===== src/rtl/axi_lite_stream_writer_if.sv =====
// AXI-Lite bus bundle for the stream writer: write channels plus the tied-off
// read-address/read-data controls.
interface axi_lite_stream_writer_if #(
  parameter int unsigned ADDR_WIDTH = 32,
  parameter int unsigned DATA_WIDTH = 64
);
  logic [ADDR_WIDTH-1:0]   aw_addr;
  logic [2:0]              aw_prot;
  logic                    aw_valid;
  logic                    aw_ready;
  logic [DATA_WIDTH-1:0]   w_data;
  logic [DATA_WIDTH/8-1:0] w_strb;
  logic                    w_valid;
  logic                    w_ready;
  logic [1:0]              b_resp;
  logic                    b_valid;
  logic                    b_ready;
  logic [ADDR_WIDTH-1:0]   ar_addr;
  logic [2:0]              ar_prot;
  logic                    ar_valid;
  logic                    r_ready;

  modport master (
    output aw_addr, aw_prot, aw_valid,
    input  aw_ready,
    output w_data, w_strb, w_valid,
    input  w_ready,
    input  b_resp, b_valid,
    output b_ready,
    output ar_addr, ar_prot, ar_valid, r_ready
  );

  modport slave (
    input  aw_addr, aw_prot, aw_valid,
    output aw_ready,
    input  w_data, w_strb, w_valid,
    output w_ready,
    output b_resp, b_valid,
    input  b_ready,
    input  ar_addr, ar_prot, ar_valid, r_ready
  );
endinterface


===== src/rtl/axi_lite_stream_writer.sv =====
// AXI-Lite master draining a 32-bit valid/ready stream into memory, one word
// per write transaction at base + N*stride. One write outstanding at a time.
module axi_lite_stream_writer #(
  parameter int unsigned AXI_ADDR_WIDTH = 32,
  parameter int unsigned AXI_DATA_WIDTH = 64,
  parameter int unsigned SIZE_WIDTH     = 16
) (
  input  logic                      clk_i,
  input  logic                      rst_i,
  input  logic                      execute_i,
  input  logic [AXI_ADDR_WIDTH-1:0] addr_i,
  input  logic [SIZE_WIDTH-1:0]     size_i,
  input  logic [SIZE_WIDTH-1:0]     stride_i,
  input  logic [31:0]               data_i,
  input  logic                      data_valid_i,
  output logic                      data_ready_o,
  output logic                      done_o,
  output logic                      error_o,
  output logic                      busy_o,
  axi_lite_stream_writer_if.master  m_axi
);

  localparam int unsigned STRB_W = AXI_DATA_WIDTH / 8;

  typedef enum logic [2:0] {
    S_IDLE,
    S_WAIT_DATA,
    S_ISSUE,
    S_WAIT_B,
    S_DONE
  } state_e;

  state_e                    state_q, state_d;
  logic [AXI_ADDR_WIDTH-1:0] cur_addr_q, cur_addr_d;
  logic [SIZE_WIDTH-1:0]     remaining_q, remaining_d;
  logic [SIZE_WIDTH-1:0]     stride_q, stride_d;
  logic [31:0]               data_q, data_d;
  logic                      aw_done_q, aw_done_d;
  logic                      w_done_q, w_done_d;
  logic                      error_q, error_d;

  logic                      aw_valid, w_valid, b_ready, data_ready, done;
  logic                      upper_lane;

  // State and datapath registers; async reset clears everything so valids drop at once
  always_ff @(posedge clk_i or posedge rst_i) begin
    if (rst_i) begin
      state_q     <= S_IDLE;
      cur_addr_q  <= '0;
      remaining_q <= '0;
      stride_q    <= '0;
      data_q      <= '0;
      aw_done_q   <= 1'b0;
      w_done_q    <= 1'b0;
      error_q     <= 1'b0;
    end else begin
      state_q     <= state_d;
      cur_addr_q  <= cur_addr_d;
      remaining_q <= remaining_d;
      stride_q    <= stride_d;
      data_q      <= data_d;
      aw_done_q   <= aw_done_d;
      w_done_q    <= w_done_d;
      error_q     <= error_d;
    end
  end

  // Next-state, datapath updates and handshake outputs
  always_comb begin
    state_d     = state_q;
    cur_addr_d  = cur_addr_q;
    remaining_d = remaining_q;
    stride_d    = stride_q;
    data_d      = data_q;
    aw_done_d   = aw_done_q;
    w_done_d    = w_done_q;
    error_d     = error_q;
    aw_valid    = 1'b0;
    w_valid     = 1'b0;
    b_ready     = 1'b0;
    data_ready  = 1'b0;
    done        = 1'b0;

    case (state_q)
      S_IDLE: begin
        if (execute_i) begin
          // Word alignment is forced by dropping the two low bits of address and stride
          cur_addr_d  = {addr_i[AXI_ADDR_WIDTH-1:2], 2'b00};
          remaining_d = size_i;
          stride_d    = {stride_i[SIZE_WIDTH-1:2], 2'b00};
          error_d     = 1'b0;
          state_d     = (size_i == '0) ? S_DONE : S_WAIT_DATA;
        end
      end
      S_WAIT_DATA: begin
        data_ready = 1'b1;
        if (data_valid_i) begin
          data_d    = data_i;
          aw_done_d = 1'b0;
          w_done_d  = 1'b0;
          state_d   = S_ISSUE;
        end
      end
      S_ISSUE: begin
        // Each channel's valid stays up only until its own handshake completes
        aw_valid = ~aw_done_q;
        w_valid  = ~w_done_q;
        if (!aw_done_q && m_axi.aw_ready) aw_done_d = 1'b1;
        if (!w_done_q && m_axi.w_ready)   w_done_d  = 1'b1;
        if (aw_done_d && w_done_d) state_d = S_WAIT_B;
      end
      S_WAIT_B: begin
        b_ready = 1'b1;
        if (m_axi.b_valid) begin
          if (m_axi.b_resp != 2'b00) error_d = 1'b1;
          cur_addr_d  = cur_addr_q + AXI_ADDR_WIDTH'(stride_q);
          remaining_d = remaining_q - SIZE_WIDTH'(1);
          state_d     = (remaining_q == SIZE_WIDTH'(1)) ? S_DONE : S_WAIT_DATA;
        end
      end
      S_DONE: begin
        done    = 1'b1;
        state_d = S_IDLE;
      end
      default: state_d = S_IDLE;
    endcase
  end

  assign upper_lane = cur_addr_q[2];

  assign data_ready_o = data_ready;
  assign done_o       = done;
  assign error_o      = error_q;
  assign busy_o       = (state_q != S_IDLE);

  assign m_axi.aw_addr  = {cur_addr_q[AXI_ADDR_WIDTH-1:3], 3'b000};
  assign m_axi.aw_prot  = 3'b000;
  assign m_axi.aw_valid = aw_valid;
  assign m_axi.w_data   = upper_lane ? {data_q, {(AXI_DATA_WIDTH-32){1'b0}}}
                                     : {{(AXI_DATA_WIDTH-32){1'b0}}, data_q};
  assign m_axi.w_strb   = (state_q != S_ISSUE) ? '0
                        : upper_lane ? {{(STRB_W/2){1'b1}}, {(STRB_W/2){1'b0}}}
                                     : {{(STRB_W/2){1'b0}}, {(STRB_W/2){1'b1}}};
  assign m_axi.w_valid  = w_valid;
  assign m_axi.b_ready  = b_ready;
  assign m_axi.ar_addr  = '0;
  assign m_axi.ar_prot  = 3'b000;
  assign m_axi.ar_valid = 1'b0;
  assign m_axi.r_ready  = 1'b0;

endmodule


===== src/flat_wrapper.sv =====
// flat-port wrapper written by rule: the top's interface ports become plain ports
module axi_lite_stream_writer_flat 
#(
  parameter int unsigned AXI_ADDR_WIDTH = 32,
  parameter int unsigned AXI_DATA_WIDTH = 64,
  parameter int unsigned SIZE_WIDTH     = 16
)
  (clk_i, rst_i, execute_i, addr_i, size_i, stride_i, data_i, data_valid_i, data_ready_o, done_o, error_o, busy_o, m_axi_aw_addr, m_axi_aw_prot, m_axi_aw_valid, m_axi_aw_ready, m_axi_w_data, m_axi_w_strb, m_axi_w_valid, m_axi_w_ready, m_axi_b_resp, m_axi_b_valid, m_axi_b_ready, m_axi_ar_addr, m_axi_ar_prot, m_axi_ar_valid, m_axi_r_ready);
  axi_lite_stream_writer_if #(.ADDR_WIDTH(32), .DATA_WIDTH(64)) m_axi_i ();
  input  logic clk_i;
  input  logic rst_i;
  input  logic execute_i;
  input  logic [AXI_ADDR_WIDTH-1:0] addr_i;
  input  logic [SIZE_WIDTH-1:0] size_i;
  input  logic [SIZE_WIDTH-1:0] stride_i;
  input  logic [31:0] data_i;
  input  logic data_valid_i;
  output logic data_ready_o;
  output logic done_o;
  output logic error_o;
  output logic busy_o;
  output wire logic [$bits(m_axi_i.aw_addr)-1:0] m_axi_aw_addr;
  output wire logic [$bits(m_axi_i.aw_prot)-1:0] m_axi_aw_prot;
  output wire logic [$bits(m_axi_i.aw_valid)-1:0] m_axi_aw_valid;
  input wire logic [$bits(m_axi_i.aw_ready)-1:0] m_axi_aw_ready;
  output wire logic [$bits(m_axi_i.w_data)-1:0] m_axi_w_data;
  output wire logic [$bits(m_axi_i.w_strb)-1:0] m_axi_w_strb;
  output wire logic [$bits(m_axi_i.w_valid)-1:0] m_axi_w_valid;
  input wire logic [$bits(m_axi_i.w_ready)-1:0] m_axi_w_ready;
  input wire logic [$bits(m_axi_i.b_resp)-1:0] m_axi_b_resp;
  input wire logic [$bits(m_axi_i.b_valid)-1:0] m_axi_b_valid;
  output wire logic [$bits(m_axi_i.b_ready)-1:0] m_axi_b_ready;
  output wire logic [$bits(m_axi_i.ar_addr)-1:0] m_axi_ar_addr;
  output wire logic [$bits(m_axi_i.ar_prot)-1:0] m_axi_ar_prot;
  output wire logic [$bits(m_axi_i.ar_valid)-1:0] m_axi_ar_valid;
  output wire logic [$bits(m_axi_i.r_ready)-1:0] m_axi_r_ready;
  assign m_axi_aw_addr = m_axi_i.aw_addr;
  assign m_axi_aw_prot = m_axi_i.aw_prot;
  assign m_axi_aw_valid = m_axi_i.aw_valid;
  assign m_axi_i.aw_ready = m_axi_aw_ready;
  assign m_axi_w_data = m_axi_i.w_data;
  assign m_axi_w_strb = m_axi_i.w_strb;
  assign m_axi_w_valid = m_axi_i.w_valid;
  assign m_axi_i.w_ready = m_axi_w_ready;
  assign m_axi_i.b_resp = m_axi_b_resp;
  assign m_axi_i.b_valid = m_axi_b_valid;
  assign m_axi_b_ready = m_axi_i.b_ready;
  assign m_axi_ar_addr = m_axi_i.ar_addr;
  assign m_axi_ar_prot = m_axi_i.ar_prot;
  assign m_axi_ar_valid = m_axi_i.ar_valid;
  assign m_axi_r_ready = m_axi_i.r_ready;
  axi_lite_stream_writer #(.AXI_ADDR_WIDTH(AXI_ADDR_WIDTH), .AXI_DATA_WIDTH(AXI_DATA_WIDTH), .SIZE_WIDTH(SIZE_WIDTH)) u_core (.clk_i(clk_i), .rst_i(rst_i), .execute_i(execute_i), .addr_i(addr_i), .size_i(size_i), .stride_i(stride_i), .data_i(data_i), .data_valid_i(data_valid_i), .data_ready_o(data_ready_o), .done_o(done_o), .error_o(error_o), .busy_o(busy_o), .m_axi(m_axi_i));
endmodule

===== config.mk =====
export PLATFORM = sky130hd
export DESIGN_NAME = axi_lite_stream_writer_flat
export DESIGN_NICKNAME = d
export VERILOG_FILES = /design/src/rtl/axi_lite_stream_writer_if.sv /design/src/rtl/axi_lite_stream_writer.sv /design/src/flat_wrapper.sv
export SDC_FILE = /design/constraint.sdc
export NUM_CORES = 1
export LEC_CHECK = 0
export CAP_MARGIN = 40
export CELL_PAD_IN_SITES_DETAIL_PLACEMENT = 0
export CELL_PAD_IN_SITES_GLOBAL_PLACEMENT = 1
export CORE_ASPECT_RATIO = 0.6
export CORE_UTILIZATION = 34
export DETAILED_ROUTE_END_ITERATION = 8
export PLACE_DENSITY_LB_ADDON = 0.2
export SLEW_MARGIN = 25
export SYNTH_ARGS = -nofsm -noshare
export SYNTH_HDL_FRONTEND = slang
export SYNTH_SLANG_ARGS = --single-unit

===== constraint.sdc =====
create_clock -name clk_i -period 7.1 [get_ports clk_i]
set_clock_uncertainty 0.2 [all_clocks]
set_input_delay 1.065 -clock clk_i [delete_from_list [all_inputs] [get_ports clk_i]]
set_output_delay 1.065 -clock clk_i [all_outputs]
set_load 0.05 [all_outputs]

==> results_dict.tcl, run 1 <==
set metrics [dict create \
    synth_enable_flop_cells 0 \
    finish.net_count 999 \
    half_perimeter_wire_length_after_detailed_placement_um 13120 \
    rsz0062_at_grt "no" \
    cp_slowest_cell "clkdlybuf4s50_1" \
    cts.hold.buffers_added 0 \
    drv_cap 0 \
    gr-usage-all-layers 0.1879 \
    routed_via_density 4.996 \
    clk_path_buf_depth 2 \
    yosys.area.top_type_share 0.3871 \
    layout.area.seq_sq_um 2452 \
    syn_inst 726 \
    grt_remaining_overflow 0 \
    layout.filler_cells 1732 \
    timing.final.crit_share 0.5468 \
    path_clk_slew_ns 0.08 \
    maximum_number_of_pins_on_one_net_before_global_route_repair 68 \
    holdCritPathClass "reg -> reg" \
    core_sq_um 18160 \
    detail_route.wl_per_cell_um 16.23 \
    timing.slew.headroom 0.5190 \
    drtAntennaViolNets 0 \
    cts_repair_resize_count 0 \
    largest_family_of_logic_cells_by_synthesized_area "simple AND/OR/NAND/NOR gates" \
    path_class "reg -> out" \
    p_per_area_nw_per_um2 582.7 \
    multi_input_area_sq_um 3267 \
    reg_to_reg_critical_path_endpoint "u_core.cur_addr_q[30]" \
    post-cts-setup-buffers 0 \
    wire_length_of_the_first_global_routing_pass_um 28200 \
    postSynth.asyncResetShare 1.000 \
    dieArea_sq_um 19200 \
    worst_hold_slack_ns 0.2855 \
    synthMostInstantiatedCell "dfrtp_1" \
    layout-drive-gt1-share 0.08163 \
    cts_root_buf "clkbuf_16" \
    io_pins 256 \
    synth.area.mux_share 0.05846 \
    slew_violations 0 \
    dieWidth_um 178.2 \
    grt_antenna_before_repair 0 \
    synth_sequential_area_ratio 0.3871 \
    place.gp.congestion 0.8211 \
    synthToLayoutAreaGrowth_pct 34.88 \
    cts_tree "done" \
    synth.cell_area_sq_um 6335 \
    fmax_mhz 257.6 \
    worst-slew-pin-transition_ns 0.7208 \
    ys_warn_count 0 \
    antenna_cells 0 \
    cp_num_buf_inv 2 \
    setup.reg_to_reg.worst_slack_ns 3.89 \
    synth_flop_cell "dfrtp_1" \
    detailedPlace.worstSlack_ns 3.417 \
    min-delay-start "u_core.stride_q[10]" \
    crit_path_cell_trace "inv_1, or3_1, nor2_1, clkdlybuf4s50_1" \
    worst_path_largest_cell_delay_ns 0.86 \
    crit_path_end_kind "output port" \
    worstHoldEndpoint "u_core.stride_q[10]" \
    synth_fa_ha_area_frac 0.03476 \
    max_ir_drop_vdd_v 0.0002556 \
    port_buffers 208 \
    number_of_distinct_library_cells_after_synthesis 61 \
    initial_utilization 0.3488 \
    die_y_um 107.7 \
    r2r_start "u_core.stride_q[2]" \
    min_cycle_time_layout_ns 3.882 \
    cts_sinks 98 \
    synth_compound_area_frac 0.1562 \
    cts-buffers-inserted 9 \
    timing.final.setup_violations 0 \
    cp_data_arrival_time_ns 2.62 \
    avg_synthesized_cell_area_sq_um 8.726 \
    timing.hold.worst_path_depth 2 \
    final.setup.tns_ns 0 \
    cell_types_with_the_largest_area_share_after_synthesis "dfrtp_1 39%, buf_4 9.5%, mux2_2 5.7%" \
    post_synth_and_or_nand_nor_area_fraction 0.2218 \
    worst-endpoint-required_ns 5.83 \
    power_mw 4.979 \
    synth.ff_latch_count 98 \
    rows 38 \
    post-route-drc-count 0 \
    reg2regPathDepth 9 \
    static_leak_nw 3.502 \
    synth_xor_area_frac 0.01521 \
    worst_setup_slack_final_ns 3.218 \
    hold_violations 0 \
    synth_common_cells "98 x dfrtp_1, 94 x nand2_1, 80 x buf_4, 53 x a21oi_1, 48 x nor2_1" \
    clock_latency_ns 0.35 \
    first_iter_violations 281 \
    run_status "completed" \
    timing.critical_path.from_type "flip-flop" \
    post_layout_inst_area_sq_um 8544 \
    critical_path.top_delay_family "buffers and inverters" \
    via_count 5606 \
    htree_levels 3 \
    timing.critical_path.fanout_max 11 \
    drt_pre_antenna_iters 5 \
    postRouteWirelength_um 18220 \
    grt_pass1_vias 5324 \
    yosys_top_cell_by_area "dfrtp_1" \
    placedInstanceArea_sq_um 8205 \
]
## worst max-delay path by stage
| stage | slack (ns) | from | cells past startpoint | endpoint |
|---|---|---|---|---|
| after floorplan | 3.27 | rst_i | 1 | u_core.aw_done_q |
| after global routing | 3.09 | u_core.state_q[1] | 4 | m_axi_w_strb[0] |
| after detailed placement | 3.42 | execute_i | 10 | u_core.cur_addr_q[24] |
| after global placement | 3.17 | m_axi_b_valid | 8 | u_core.cur_addr_q[24] |
| after CTS | 3.21 | u_core.state_q[1] | 4 | m_axi_w_strb[2] |
| final | 3.22 | u_core.state_q[1] | 4 | m_axi_w_strb[2] |
## report_power, final
group | leakage [nW] | switching (mW) | total [mW] | internal [mW]
registers | 1.16 | 0.245 | 1.08 | 0.838
clock network | 0.153 | 0.238 | 0.518 | 0.280
logic | 2.19 | 2.19 | 3.38 | 1.19
total | 3.50 | 2.67 | 4.98 | 2.31
## logic make-up after synthesis
family | count (synthesis)
fa+ha+maj | 17
mux | 33
compound gates | 156
simple gates | 281
xor+xnor | 11
other cells | 1
buf+inv | 129
flops | 98
## per-layer routing
metal  global-route usage  routed length (um)  up-vias
met5                    0                   0        -
met2               0.2918                8032      185
met1               0.2719                8952     2708
li1                     -                   -     2703
met3              0.03531                1082       10
met4              0.03329                 147        0
## per-stage QoR
stage                     utilization  std cells
final                          0.4704       1122
after floorplan                     -        768
after CTS                      0.4687       1120
after detailed placement       0.4518       1104
after global placement         0.4507       1103
after global routing           0.4704       1122
## worst register-to-register path, stage by stage, from the launching register on
cell and delay [ns]:
dfrtp_1 0.39, ha_1 0.23, fa_1 0.41, a21oi_1 0.22, o22ai_1 0.15, o311ai_2 0.50
a31oi_4 0.26, and3_1 0.32, a311oi_1 0.29, a311oi_1 0.09
## state kept, by name, summed over array words and instances (netlist names)
name                count
u_core.aw_done_q        1
u_core.cur_addr_q      30
u_core.data_q          32
u_core.error_o          1
u_core.remaining_q     16
u_core.state_q          3
u_core.stride_q        14
u_core.w_done_q         1
## layout by cell type, fill, tap and decap left out, drive strengths merged, types with 4 or more instances in the layout
cell / netlist / final
dfrtp: 98 / 98
nand4: 8 / 8
or3: 6 / 6
xor2: 8 / 8
nor2b: 36 / 36
clkbuf: 29 / 9
nor4: 5 / 5
nor3: 17 / 17
mux2: 32 / 32
o22ai: 8 / 8
buf: 91 / 10
o21a: 5 / 5
and3: 9 / 9
and2: 37 / 37
nand3: 11 / 11
conb: 1 / 43
o21ai: 40 / 40
nor2: 48 / 48
clkdlybuf4s50: 0 / 208
inv: 9 / 13
nand2: 94 / 94
a21oi: 53 / 53
a22oi: 4 / 4
a311oi: 9 / 9
o211ai: 4 / 4
a211oi: 5 / 5
ha: 16 / 16
a31oi: 7 / 7
## final cells by class
| class | instances | area share |
|---|---|---|
| Multi-Input combinational cell | 541 | 0.3823 |
| Sequential cell | 98 | 0.2870 |
| Timing Repair Buffer | 218 | 0.2554 |
| Tap cell | 240 | 0.03514 |
| Clock buffer | 9 | 0.02636 |
| Clock inverter | 7 | 0.009518 |
| Inverter | 9 | 0.004247 |
(Power assumes the default switching activity.)
==> run 2, diff against run 1 <==
--- a/config.mk
+++ b/config.mk
@@ -9,7 +9,7 @@
 export CELL_PAD_IN_SITES_DETAIL_PLACEMENT = 0
 export CELL_PAD_IN_SITES_GLOBAL_PLACEMENT = 1
 export CORE_ASPECT_RATIO = 0.6
-export CORE_UTILIZATION = 34
+export CORE_UTILIZATION = 29
 export DETAILED_ROUTE_END_ITERATION = 8
 export PLACE_DENSITY_LB_ADDON = 0.2
 export SLEW_MARGIN = 25
==> constraint.sdc (replaced) <==
create_clock -name clk_i -period 3.5 [get_ports clk_i]
set_clock_uncertainty 0.2 [all_clocks]
set_input_delay 0.525 -clock clk_i [delete_from_list [all_inputs] [get_ports clk_i]]
set_output_delay 0.525 -clock clk_i [all_outputs]
set_load 0.05 [all_outputs]
==> results_dict.tcl, run 2 (synthesis gave the netlist of run 1 again) <==
set metrics [dict create \
    dieArea_sq_um 22460 \
    cts_tree "done" \
    timing.final.setup_violations 0 \
    cts_repair_resize_count 0 \
    post-place-cells 1144 \
    holdCritPathClass "reg -> reg" \
    regMostFlops "u_core.data_q" \
    worst-slew-pin-transition_ns 0.7924 \
    cp_data_arrival_time_ns 2.61 \
    postRouteWirelength_um 18530 \
    io_pins 256 \
    wire_length_of_the_first_global_routing_pass_um 28840 \
    post-route-drc-count 16 \
    min-delay-start "u_core.stride_q[7]" \
    fmax_mhz 299.7 \
    reg2regPathDepth 9 \
    failed_checks "DRC" \
    largest_registers "u_core.data_q: 32 flops, u_core.cur_addr_q: 30 flops, u_core.remaining_q: 16 flops" \
    path_clk_slew_ns 0.07 \
    clock_latency_ns 0.36 \
    timing.hold.worst_path_depth 2 \
    postLayoutCoreUtil 0.4068 \
    grt_antenna_before_repair 0 \
    worst_path_largest_cell_delay_ns 0.86 \
    power_mw 10.17 \
    rsz0062_at_grt "no" \
    path_class "reg -> out" \
    layout-drive-gt1-share 0.08286 \
    cp_slowest_cell "clkdlybuf4s50_1" \
    post-cts-setup-buffers 0 \
    cp_num_buf_inv 2 \
    timing.final.crit_share 0.9533 \
    final_cells 1160 \
    critical_path.top_delay_family "buffers and inverters" \
    htree_levels 3 \
    final.setup.tns_ns 0 \
    detail_route.wl_per_cell_um 15.97 \
    die_y_um 116.5 \
    gr-usage-all-layers 0.1670 \
    timing.critical_path.from_type "flip-flop" \
    static_leak_nw 3.523 \
    port_buffers 208 \
    timing.slew.headroom 0.4661 \
    antenna_cells 0 \
    min_cycle_time_layout_ns 3.337 \
    cts_sinks 98 \
    drtAntennaViolNets 0 \
    via_count 5459 \
    dieWidth_um 192.8 \
    slew_violations 0 \
    run_status "finished, violations left" \
    commonest_cells_after_routing_fill_and_taps_aside "206 x clkdlybuf4s50_1, 97 x dfrtp_1, 94 x nand2_1" \
    p_per_area_nw_per_um2 1180 \
    leading_cell_type_in_the_layout_fill_and_taps_excluded "clkdlybuf4s50_1" \
    setup.reg_to_reg.worst_slack_ns 0.32 \
    cts_root_buf "clkbuf_16" \
    crit_path_end_kind "output port" \
    first_iter_violations 356 \
    hold_violations 0 \
    maximum_number_of_pins_on_one_net_before_global_route_repair 68 \
    drv_cap 0 \
    worst-endpoint-required_ns 2.77 \
    clk_path_buf_depth 2 \
    core_sq_um 21190 \
    crit_path_cell_trace "inv_1, or3_1, nor2_1, clkdlybuf4s50_1" \
    reg_to_reg_critical_path_endpoint "u_core.cur_addr_q[30]" \
    worstHoldEndpoint "u_core.stride_q[7]" \
    drt_pre_antenna_iters 7 \
    half_perimeter_wire_length_after_detailed_placement_um 13460 \
    cts-buffers-inserted 9 \
    max_ir_drop_vdd_v 0.0006295 \
    routed_via_density 4.706 \
    initial_utilization 0.2990 \
    largest_register_ffs 32 \
    synthToLayoutAreaGrowth_pct 36.07 \
    rows 41 \
    place.gp.congestion 0.7874 \
    r2r_start "u_core.stride_q[2]" \
    finish.net_count 998 \
    timing.critical_path.fanout_max 11 \
    grt_remaining_overflow 0 \
    worst_hold_slack_ns 0.2768 \
    grt_pass1_vias 5314 \
    cts.hold.buffers_added 0 \
]
[run 2: cell count changes in the layout (fill, tap and decap cells not counted), moves of 2 or more]
cell / delta
inv_6: -3
buf_12: +2
clkbuf_8: +3
clkdlybuf4s50_1: -2
[run 2: layer usage]
metal  GRT usage  up-vias  routed length [um]
li1            -     2692                   -
met1      0.2480     2589                9463
met2      0.2385      168                7763
met3     0.04507       10                1161
met4     0.03622        0                 139
met5           0        -                   0
[run 2: where the power goes]
| group | internal [mW] | switching [mW] |
|---|---|---|
| Clock | 0.684 | 0.446 |
| Sequential | 1.70 | 0.494 |
| Combinational | 2.40 | 4.44 |
[run 2: worst max-delay path by stage]
stage / start / endpoint / slack, ns / cells past startpoint
floorplan: rst_i / u_core.aw_done_q / 0.21 / 1
finish: u_core.state_q[1] / m_axi_w_strb[0] / 0.16 / 4
detailed placement: u_core.stride_q[2] / u_core.cur_addr_q[30] / 0.32 / 9
CTS: u_core.state_q[1] / m_axi_w_strb[0] / 0.13 / 4
global placement: u_core.stride_q[2] / u_core.cur_addr_q[30] / 0.33 / 9
global route: u_core.state_q[1] / m_axi_w_strb[4] / 0.002 / 4
[run 2: tightest hold or removal path, cell delays in order (launching register included)]
cell	delay, ns
dfrtp_1	0.35
nand2_1	0.05
nand2_1	0.05
[run 2: through the flow]
stage | worst slack, ns | area (sq um)
floorplan | 0.2129 | 6492
global placement | 0.3279 | 8273
detailed placement | 0.3220 | 8278
CTS | 0.1333 | 8617
global route | 0.002004 | 8620
finish | 0.1633 | 8620
[run 2: layout make-up]
class / instances / area [sq um]
Inverter: 9 / 36.28
Clock inverter: 4 / 72.57
Multi-Input combinational cell: 541 / 3267
Tap cell: 279 / 349.1
Fill cell: 2135 / 12570
Clock buffer: 12 / 266.5
Timing Repair Buffer: 217 / 2175
Sequential cell: 98 / 2454
